## config.mk

```make
export PLATFORM = sky130hd
export DESIGN_NAME = oam_dma
export DESIGN_NICKNAME = d
export VERILOG_FILES = /design/src/rtl/gb_pkg.sv /design/src/rtl/oam_dma.sv
export SDC_FILE = /design/constraint.sdc
export NUM_CORES = 1
export LEC_CHECK = 0
export CAP_MARGIN = 10
export CORE_UTILIZATION = 49
export CTS_CLUSTER_SIZE = 20
export DETAILED_ROUTE_END_ITERATION = 10
export GPL_TIMING_DRIVEN = 0
export PLACE_DENSITY = 0.85
export SLEW_MARGIN = 20
export SYNTH_ARGS = -nofsm -noshare
export SYNTH_HDL_FRONTEND = slang
export SYNTH_SLANG_ARGS = --single-unit
```

## constraint.sdc

```tcl
create_clock -name clk -period 2 [get_ports clk]
set_input_delay 0.2 -clock clk [delete_from_list [all_inputs] [get_ports clk]]
set_output_delay 0.2 -clock clk [all_outputs]
set_load 0.01 [all_outputs]
```

## src/rtl/gb_pkg.sv

```systemverilog
// Shared constants, state encoding and the echo-RAM page fold used by the
// OAM DMA engine.
package gb_pkg;

  localparam logic [15:0] DMA_REG_ADDR = 16'hFF46;
  localparam logic [15:0] OAM_BASE     = 16'hFE00;
  localparam int          OAM_LEN      = 160;
  localparam logic [7:0]  ECHO_PAGE_LO = 8'hE0;
  localparam logic [7:0]  ECHO_FOLD    = 8'h20;

  typedef enum logic [1:0] {
    ST_IDLE,
    ST_START,
    ST_XFER,
    ST_FLUSH
  } dma_state_e;

  // Source pages at or above $E0 sit in echo RAM and alias onto $C0-$DF.
  function automatic logic [7:0] dmaPage(input logic [7:0] src);
    return (src < ECHO_PAGE_LO) ? src : (src - ECHO_FOLD);
  endfunction

endpackage

```

## src/rtl/oam_dma.sv

```systemverilog
// OAM DMA engine: a CPU write to $FF46 copies BYTES bytes from page
// {src,$00} (echo RAM folded down by $20) into OAM, one byte per
// CYC_PER_BYTE clocks, after a CYC_PER_BYTE-clock start-up delay.
// Optional build macro: OAM_DMA_BUS_LOCK_EN -- when defined, the CPU is locked
// out while a transfer is active (cpu_blocked = active, cpu_do reads $FF and
// $FF46 writes are dropped); when undefined, cpu_blocked is tied low.
module oam_dma
  import gb_pkg::*;
#(
  parameter int BYTES        = OAM_LEN,
  parameter int CYC_PER_BYTE = 4
) (
  input  logic        clk,
  input  logic        reset,
  input  logic        cpu_sel,
  input  logic        cpu_wr,
  input  logic [7:0]  cpu_di,
  output logic [7:0]  cpu_do,
  output logic        dma_rd,
  output logic [15:0] dma_addr,
  input  logic [7:0]  dma_data,
  output logic        oam_wr,
  output logic [7:0]  oam_addr,
  output logic [7:0]  oam_data,
  output logic        active,
  output logic        cpu_blocked
);

  localparam int             PW         = (CYC_PER_BYTE > 1) ? $clog2(CYC_PER_BYTE) : 1;
  localparam logic [PW-1:0]  PHASE_LAST = PW'(CYC_PER_BYTE - 1);
  localparam logic [7:0]     IDX_LAST   = 8'(BYTES - 1);

  dma_state_e    state_q;
  logic [7:0]    src_q;
  logic [7:0]    idx_q;
  logic [PW-1:0] phase_q;
  logic          wrPrev_q;
  logic          dma_rd_q;
  logic [15:0]   dma_addr_q;
  logic          oam_wr_q;
  logic [7:0]    oam_addr_q;
  logic [7:0]    oam_data_q;
  logic          active_q;

  logic          busLock;
  logic          wrLevel;
  logic          trigger;

`ifdef OAM_DMA_BUS_LOCK_EN
  assign busLock = active_q;
`else
  assign busLock = 1'b0;
`endif

  assign wrLevel = cpu_sel & cpu_wr & ~busLock;
  assign trigger = wrLevel & ~wrPrev_q;

  assign cpu_do      = busLock ? 8'hFF : src_q;
  assign cpu_blocked = busLock;
  assign dma_rd      = dma_rd_q;
  assign dma_addr    = dma_addr_q;
  assign oam_wr      = oam_wr_q;
  assign oam_addr    = oam_addr_q;
  assign oam_data    = oam_data_q;
  assign active      = active_q;

  // Transfer sequencer: a fresh $FF46 write restarts from any state, otherwise
  // START waits one machine cycle, XFER reads one byte per machine cycle and
  // FLUSH carries the final OAM write before dropping back to IDLE.
  always_ff @(posedge clk) begin
    if (reset) begin
      state_q    <= ST_IDLE;
      src_q      <= 8'hFF;
      idx_q      <= 8'd0;
      phase_q    <= '0;
      wrPrev_q   <= wrLevel;
      dma_rd_q   <= 1'b0;
      dma_addr_q <= 16'h0000;
      oam_wr_q   <= 1'b0;
      oam_addr_q <= 8'd0;
      oam_data_q <= 8'd0;
      active_q   <= 1'b0;
    end else begin
      wrPrev_q <= wrLevel;
      oam_wr_q <= 1'b0;
      if (trigger) begin
        src_q    <= cpu_di;
        state_q  <= ST_START;
        idx_q    <= 8'd0;
        phase_q  <= '0;
        dma_rd_q <= 1'b0;
        active_q <= 1'b1;
      end else begin
        case (state_q)
          ST_IDLE: begin
            dma_rd_q <= 1'b0;
            active_q <= 1'b0;
          end
          ST_START: begin
            if (phase_q == PHASE_LAST) begin
              state_q    <= ST_XFER;
              phase_q    <= '0;
              idx_q      <= 8'd0;
              dma_rd_q   <= 1'b1;
              dma_addr_q <= {dmaPage(src_q), 8'd0};
            end else begin
              phase_q <= phase_q + 1'b1;
            end
          end
          ST_XFER: begin
            if (phase_q == PHASE_LAST) begin
              oam_data_q <= dma_data;
              oam_addr_q <= idx_q;
              oam_wr_q   <= 1'b1;
              phase_q    <= '0;
              if (idx_q == IDX_LAST) begin
                state_q  <= ST_FLUSH;
                dma_rd_q <= 1'b0;
              end else begin
                idx_q      <= idx_q + 8'd1;
                dma_addr_q <= {dmaPage(src_q), idx_q + 8'd1};
              end
            end else begin
              phase_q <= phase_q + 1'b1;
            end
          end
          ST_FLUSH: begin
            state_q  <= ST_IDLE;
            idx_q    <= 8'd0;
            active_q <= 1'b0;
          end
          default: begin
            state_q  <= ST_IDLE;
            dma_rd_q <= 1'b0;
            active_q <= 1'b0;
          end
        endcase
      end
    end
  end

endmodule

```

==> summary.md, run 1 <==
| Metric | Value |
|---|---|
| Total power draw | `2.23 mW` |
| Number of port buffers | `61` |
| Initial drt markers | `approximately 140` |
| Initial antenna violation count | `0` |
| CTS H-Tree Depth | `2` |
| Die Wd | `roughly 74 µm` |
| Post-synthesis compound-gate area fraction | `18.6%` |
| Die area | `~5400 µm²` |
| Total wire length | `6200 µm` |
| Largest net degree at the start of global routing | `16` |
| First-pass DRT Iterations | `4` |
| Final Slew Violations | `0` |
| Post-Syn Instances | `305` |
| Io pins | `64` |
| Via count | `2449` |
| WL/cell | `~14 µm` |
| Congestion Overflow GR | `0` |
| Final worst-path cycle share | `95.2%` |
| Yosys warns | `0` |
| Clock transition at path regs | `0.09 ns` |
| Slowest CP cell | `or4_1` |
| Die H | `73.6 µm` |
| Layout cells sized above 1 | `between 7 and 8%` |
| CP max stage delay | `0.51 ns` |
| Skew final | `0.00731 ns` |
| Syn nets | `about 330` |
| Post-synthesis mux area share | `under 10%` |
| Crit path buf inv count | `2` |
| Worst setup SP type | `register` |
| Sequential fraction of the synthesis area | `44.6%` |
| Top-area cell type share of the netlist area | `44.6%` |
| Status | `finished clean` |
| Clock root buffer | `clkbuf_8` |
| Critical path fanouts, max | `9` |
| Core Area | `4820 µm²` |
| Pwr Density | `between 600 and 700 nW/µm²` |
| Critical path type | `register to register` |
| Vias in the first global route | `2176` |
| Leakage | `1.20 nW` |
| Synth Flop Type | `dfxtp_1` |
| N_diodes | `0` |
| Worst-margin pin slew | `between 0.5 and 0.6 ns` |
| TritonCTS clock tree | `done` |
| Distinct cell type count of the synthesized netlist | `between 40 and 50` |
| Top post-synthesis cells by area | `dfxtp_1 45%, nand2_1 7.8%, a21oi_1 7.2%` |
| Clock sink count | `56` |
| Synth Area in Adders | `3.99%` |
| Area growth syn-to-layout | `32.5%` |
| Later-pin clock latency in the skew report | `0.31 ns` |
| Max-Cap Viols | `0` |
| Area leader, netlist | `dfxtp_1` |
| Tightest Hold Check Type | `primary input to register` |
| CP Cell Sequence | `inv_1 -> ha_1 -> buf_2 -> o21bai_4 -> nand3_4 -> or4_1 -> a21oi_1` |
| Setup bufs post-CTS | `0` |
| Delay-heaviest family, CP | `simple AND/OR/NAND/NOR gates` |
| Worst path required time | `2.24 ns` |
| Fraction of registers with async set/reset | `0%` |
| RSZ-0062 raised after global routing | `no` |
| Synthesized area | `2510 µm²` |
| CP Capture Type | `register` |
| Number of synthesized flops with an enable pin | `0` |
| Fmax | `0.525 GHz` |
| DRC Markers | `0` |
| VDD IR-drop max | `0.382 mV` |
| DP HPWL | `4500 µm` |
| Initial core utilization | `52.1%` |
| Main combinational cell family by area after synthesis | `simple AND/OR/NAND/NOR gates` |
| Num rows | `25` |
| Clock Tree Buf Depth | `2` |
| Syn Area/Cell | `8.23 µm²` |
| Num CTS Buffers | `5` |
| #FFs+latches synth | `56` |
| Via-to-Cell Ratio | `5.55` |
| Nets | `between 400 and 500` |
| Final critical-path required period | `approximately 1.9 ns` |
| Simple-Gate Fraction of Synth Area | `approximately a quarter` |
| First-pass GRT wire length | `approximately 10000 µm` |
| GRT Total Usage | `24.0%` |
| Hold buffers post-CTS | `0` |
| Place WS | `-0.0185 ns` |
| Post-synthesis xor/xnor area fraction | `between 1 and 1.5%` |
| Final worst setup slack | `just under 0.1 ns` |
| Rel. slew slack | `60.6%` |
| Fin. Hold Viols | `0` |
| Critical path arrival | `2.14 ns` |
| GPL Wtd Cong | `0.933` |
| Routed Antenna Nets | `0` |
| Final Setup Violations | `0` |
-- flip-flops by register name (all words and copies together), names as in the netlist --
name,count
dma_addr,16
state_q,2
dma_rd,1
cpu_do,8
oam_wr,1
idx_q,8
oam_data,8
phase_q,2
active,1
wrPrev_q,1
oam_addr,8
-- Yosys cell counts (2+ instances only) --
| library cell | instances |
|---|---|
| a211o_1 | 2 |
| a21oi_1 | 36 |
| a31oi_1 | 4 |
| a32o_1 | 2 |
| buf_2 | 9 |
| buf_6 | 2 |
| clkbuf_1 | 10 |
| dfxtp_1 | 56 |
| ha_1 | 8 |
| inv_1 | 10 |
| mux2i_1 | 3 |
| nand2_1 | 52 |
| nand2b_1 | 5 |
| nand3_1 | 17 |
| nand3b_1 | 7 |
| nand4_1 | 6 |
| nor2_1 | 12 |
| nor2b_1 | 4 |
| nor3_1 | 4 |
| nor4_1 | 2 |
| o211ai_1 | 3 |
| o21ai_0 | 21 |
| o31ai_1 | 3 |
| or3_1 | 3 |
| or4_1 | 3 |
| xnor2_1 | 2 |
-- per-stage QoR --
| step | util, % | hold WS, ns | TNS, ns | cells | cell area (µm²) |
|---|---|---|---|---|---|
| finish | 69.1 | 0.431 | 0 | 441 | 3330 |
| global route | 69.1 | 0.428 | 0 | 441 | 3330 |
| CTS | 68.4 | 0.427 | 0 | 441 | 3300 |
| detailed placement | 66.5 | 0.447 | -0.0410 | 433 | 3210 |
| global placement | 66.5 | 0.443 | 0 | 433 | 3210 |
| floorplan | - | 0.318 | 0 | 305 | 2510 |
-- where the power goes --
group,total (mW),switching [mW],internal [mW]
Clock,0.630,0.346,0.283
Sequential,1.19,0.0323,1.16
Combinational,0.410,0.224,0.186
Total,2.23,0.603,1.63
-- kinds of logic after synthesis --
family / count (synthesis)
flip-flops: 56
buffers and inverters: 33
XOR/XNOR: 3
multiplexers: 3
adder cells (fa/ha/maj): 8
AO/OA/AOI/OAI: 80
other: 1
AND/OR/NAND/NOR: 121
-- repair_timing --
action | CTS | global route
endpoints found under the setup margin | 3 | 33
cloned | 0 | 0
gates resized for setup | 1 | 8
endpoints found under the hold margin | 0 | 0
-- layer usage --
| metal | global-route usage [%] | up-vias | share of wire [%] |
|---|---|---|---|
| li1 | - | 1199 | - |
| met1 | 29.3 | 1120 | 43 |
| met2 | 40.2 | 117 | 47 |
| met3 | 7.96 | 13 | 8.4 |
| met4 | 6.84 | 0 | 1.3 |
| met5 | 0 | - | 0 |
-- tightest hold or removal path: stages --
cell             delay (ns)
clkdlybuf4s50_1        0.39
nand2_1                0.05
a21oi_1                0.05
-- cells in the final DEF, fill, tap and decap left out, types with 3 or more instances in the layout --
master | netlist | final
nor2_1 | 12 | 11
or4_1 | 3 | 3
or3_1 | 3 | 3
dfxtp_1 | 56 | 53
nand3_1 | 17 | 17
nand2b_1 | 5 | 5
mux2i_1 | 3 | 3
nor2b_1 | 4 | 3
inv_1 | 10 | 10
nor3_1 | 4 | 4
o211ai_1 | 3 | 3
ha_1 | 8 | 7
a31oi_1 | 4 | 4
dfxtp_2 | 0 | 3
nand3b_1 | 7 | 7
clkbuf_1 | 10 | 12
buf_2 | 9 | 9
a21oi_1 | 36 | 36
clkdlybuf4s50_1 | 0 | 61
o21ai_0 | 21 | 21
nand4_1 | 6 | 6
clkbuf_8 | 0 | 6
nand2_1 | 52 | 52
o31ai_1 | 3 | 3
-- final timing paths --
path,depth (start not counted),start,slack (ns),to
max,7,state_q[0],0.1,dma_addr[0]
min,3,dma_data[3],0.43,oam_data[3]
min reg2reg,2,oam_addr[1],0.45,oam_addr[1]
max reg2reg,7,state_q[0],0.1,dma_addr[0]
-- final cells by class --
cell class	instances	area, µm²
multi-input cells	216	1260
inverters	10	37.5
repair buffers	61	611
fillers	413	1490
plain buffers	23	118
well taps	67	83.8
flip-flops and latches	56	1120
clock buffers	8	90.1
(Power assumes the default switching activity.)
==> run 2: changes to the inputs <==
Settings changed: CORE_UTILIZATION 49 to 45, PLACE_DENSITY 0.85 to 0.79, SETUP_SLACK_MARGIN set to 0.2.
==> summary.md, run 2 (synthesized netlist as in run 1, its figures left out) <==
| Metric | Value |
|---|---|
| Final worst-path cycle share | `86.3% (-8.9 points)` |
| Worst-margin pin slew | `0.519 ns (-0.0718 ns)` |
| Crit path buf inv count | `3 (+1)` |
| Routed Antenna Nets | `0 (unchanged)` |
| Io pins | `64 (unchanged)` |
| Skew final | `0.00762 ns (+0.000311 ns)` |
| Via-to-Cell Ratio | `5.39 (-2.9%)` |
| Comb pwr share | `19.7% (+1.3 points)` |
| Commonest non-fill, non-tap cell in the layout | `clkdlybuf4s50_1` |
| Final Slew Violations | `0 (unchanged)` |
| Cell Area, Placed | `3210 µm² (+0.12%)` |
| GRT Total Usage | `22.7% (-1.3 points)` |
| Critical path type | `register to register` |
| Fin. Hold Viols | `0 (unchanged)` |
| CP max stage delay | `0.39 ns (-0.12 ns)` |
| CP Capture Type | `register` |
| Max reg flops | `16 (unchanged)` |
| Worst setup SP type | `register` |
| Largest net degree at the start of global routing | `18 (+2)` |
| Leakage | `1.25 nW (+4.8%)` |
| Post-route cell area | `3500 µm² (+5.2%)` |
| Die H | `76.7 µm (+4.2%)` |
| Initial antenna violation count | `0 (unchanged)` |
| CTS H-Tree Depth | `2 (unchanged)` |
| Delay-heaviest family, CP | `compound AO/OA/AOI/OAI gates` |
| GPL Wtd Cong | `0.964 (+3.3%)` |
| WL/cell | `14.4 µm (+2.3%)` |
| Total power draw | `2.40 mW (+7.6%)` |
| Vias in the first global route | `2361 (+8.5%)` |
| Later-pin clock latency in the skew report | `0.31 ns (about the same)` |
| Nets | `407 (+1.5%)` |
| Final critical-path required period | `1.73 ns (-0.178 ns)` |
| Number of port buffers | `61 (unchanged)` |
| Fmax | `0.580 GHz (+10%)` |
| Clk pwr share | `30.6% (+2.4 points)` |
| Num CTS Buffers | `5 (unchanged)` |
| Clock Tree Buf Depth | `2 (unchanged)` |
| Num rows | `26 (+4.0%)` |
| Clock transition at path regs | `0.10 ns (about the same)` |
| Sw power | `0.644 mW (+6.9%)` |
| CP Cell Sequence | `inv_4 -> ha_4 -> buf_6 -> o21bai_4 -> buf_4 -> nor2b_4 -> o211ai_1 -> a32o_1` |
| Total wire length | `6470 µm (+4.4%)` |
| Commonest non-fill, non-tap cells in the layout | `61 x clkdlybuf4s50_1, 52 x nand2_1, 52 x dfxtp_1` |
| Worst path required time | `2.21 ns (-0.03 ns)` |
| DP HPWL | `4440 µm (-1.3%)` |
| Core Area | `5240 µm² (+8.7%)` |
| Max-Cap Viols | `0 (unchanged)` |
| Die Wd | `76.7 µm (+4.2%)` |
| First-pass DRT Iterations | `4 (unchanged)` |
| Flop pwr share | `49.6% (-3.8 points)` |
| Via count | `2427 (-0.90%)` |
| Area growth syn-to-layout | `39.4%` |
| VDD IR-drop max | `0.443 mV (+16%)` |
| Die area | `5880 µm² (+8.6%)` |
| Tightest Hold Check Type | `primary input to register` |
| Clock sink count | `56 (unchanged)` |
| N_diodes | `0 (unchanged)` |
| Clock root buffer | `clkbuf_8` |
| Initial drt markers | `130 (-4.4%)` |
| Pwr Density | `687 nW/µm² (+2.3%)` |
| Final Setup Violations | `0 (unchanged)` |
| DRC Markers | `0 (unchanged)` |
| Critical path arrival | `1.93 ns (-0.21 ns)` |
| Placed cells | `436 (+0.69%)` |
| Rel. slew slack | `65.4% (+4.8 points)` |
| Status | `finished clean` |
| RSZ-0062 raised after global routing | `no` |
| Int Pwr | `1.76 mW (+7.9%)` |
| Final non-filler cell total | `450 (+2.0%)` |
| Initial core utilization | `47.9% (-4.2 points)` |
| TritonCTS clock tree | `done` |
| Slowest CP cell | `dfxtp_4` |
| Layout cells sized above 1 | `12.9% (+5.1 points)` |
| Critical path fanouts, max | `8 (-1)` |
| Congestion Overflow GR | `0 (unchanged)` |
| First-pass GRT wire length | `10900 µm (+9.1%)` |
| Sw frac | `26.8% (-0.18 points)` |
run 2: cell types whose count changed in the layout (fill, tap and decap cells not counted), sizes merged:
cell,change
buf,+6
bufinv,+1
clkbuf,-3
clkinvlp,+1
clkinv,+1
run 2: cell type report:
type | count | area (µm²)
clock buffers | 5 | 68.8
repair buffers | 67 | 656
well taps | 70 | 87.6
fillers | 450 | 1740
flip-flops and latches | 56 | 1140
inverters | 10 | 40.0
clock inverters | 3 | 42.5
plain buffers | 23 | 129
multi-input cells | 216 | 1340
run 2: per-layer routing:
metal	up-vias	wire length, µm	global-route usage (%)
met5	-	0	0
met4	0	110	9.23
met3	11	464	5.12
met2	94	3100	37.5
met1	1117	2790	28.5
li1	1205	-	-
run 2: tightest hold or removal path: stages:
cell and delay, ns:
clkdlybuf4s50_1 0.40, nand2_1 0.06, a21oi_1 0.05
run 2: power groups by stage:
stage               combinational [mW]  sequential (mW)  clock [mW]
global placement                 0.385             1.22           0
floorplan                        0.211             1.23           0
global route                     0.513             1.20       0.801
detailed placement               0.395             1.22           0
CTS                              0.423             1.19       0.754
finish                           0.475             1.19       0.736
run 2: what timing repair did:
| item | 4_1_cts | 5_1_grt |
|---|---|---|
| buffers inserted | 2 | 4 |
| pin swaps | 1 | 5 |
| setup endpoints to repair | 34 | 27 |
| hold buffers | 0 | 0 |
| gates resized for setup | 14 | 24 |
run 2: final timing paths:
| path | startpoint | endpoint | slack (ns) | depth (start not counted) |
|---|---|---|---|---|
| worst min register to register | oam_data[4] | oam_data[4] | 0.46 | 2 |
| worst max register to register | state_q[0] | idx_q[2] | 0.27 | 8 |
| worst max-delay path | state_q[0] | idx_q[2] | 0.27 | 8 |
| worst min-delay path | dma_data[6] | oam_data[6] | 0.44 | 3 |
run 2: through the flow:
| step | util, % | hold slack (ns) | TNS (ns) | setup WS (ns) |
|---|---|---|---|---|
| finish | 66.8 | 0.438 | 0 | 0.275 |
| global route | 66.8 | 0.439 | 0 | 0.187 |
| CTS | 64.7 | 0.434 | 0 | 0.191 |
| detailed placement | 61.3 | 0.447 | -0.0518 | -0.0354 |
| global placement | 61.3 | 0.443 | 0 | 0.0140 |
| floorplan | - | 0.318 | 0 | 0.253 |
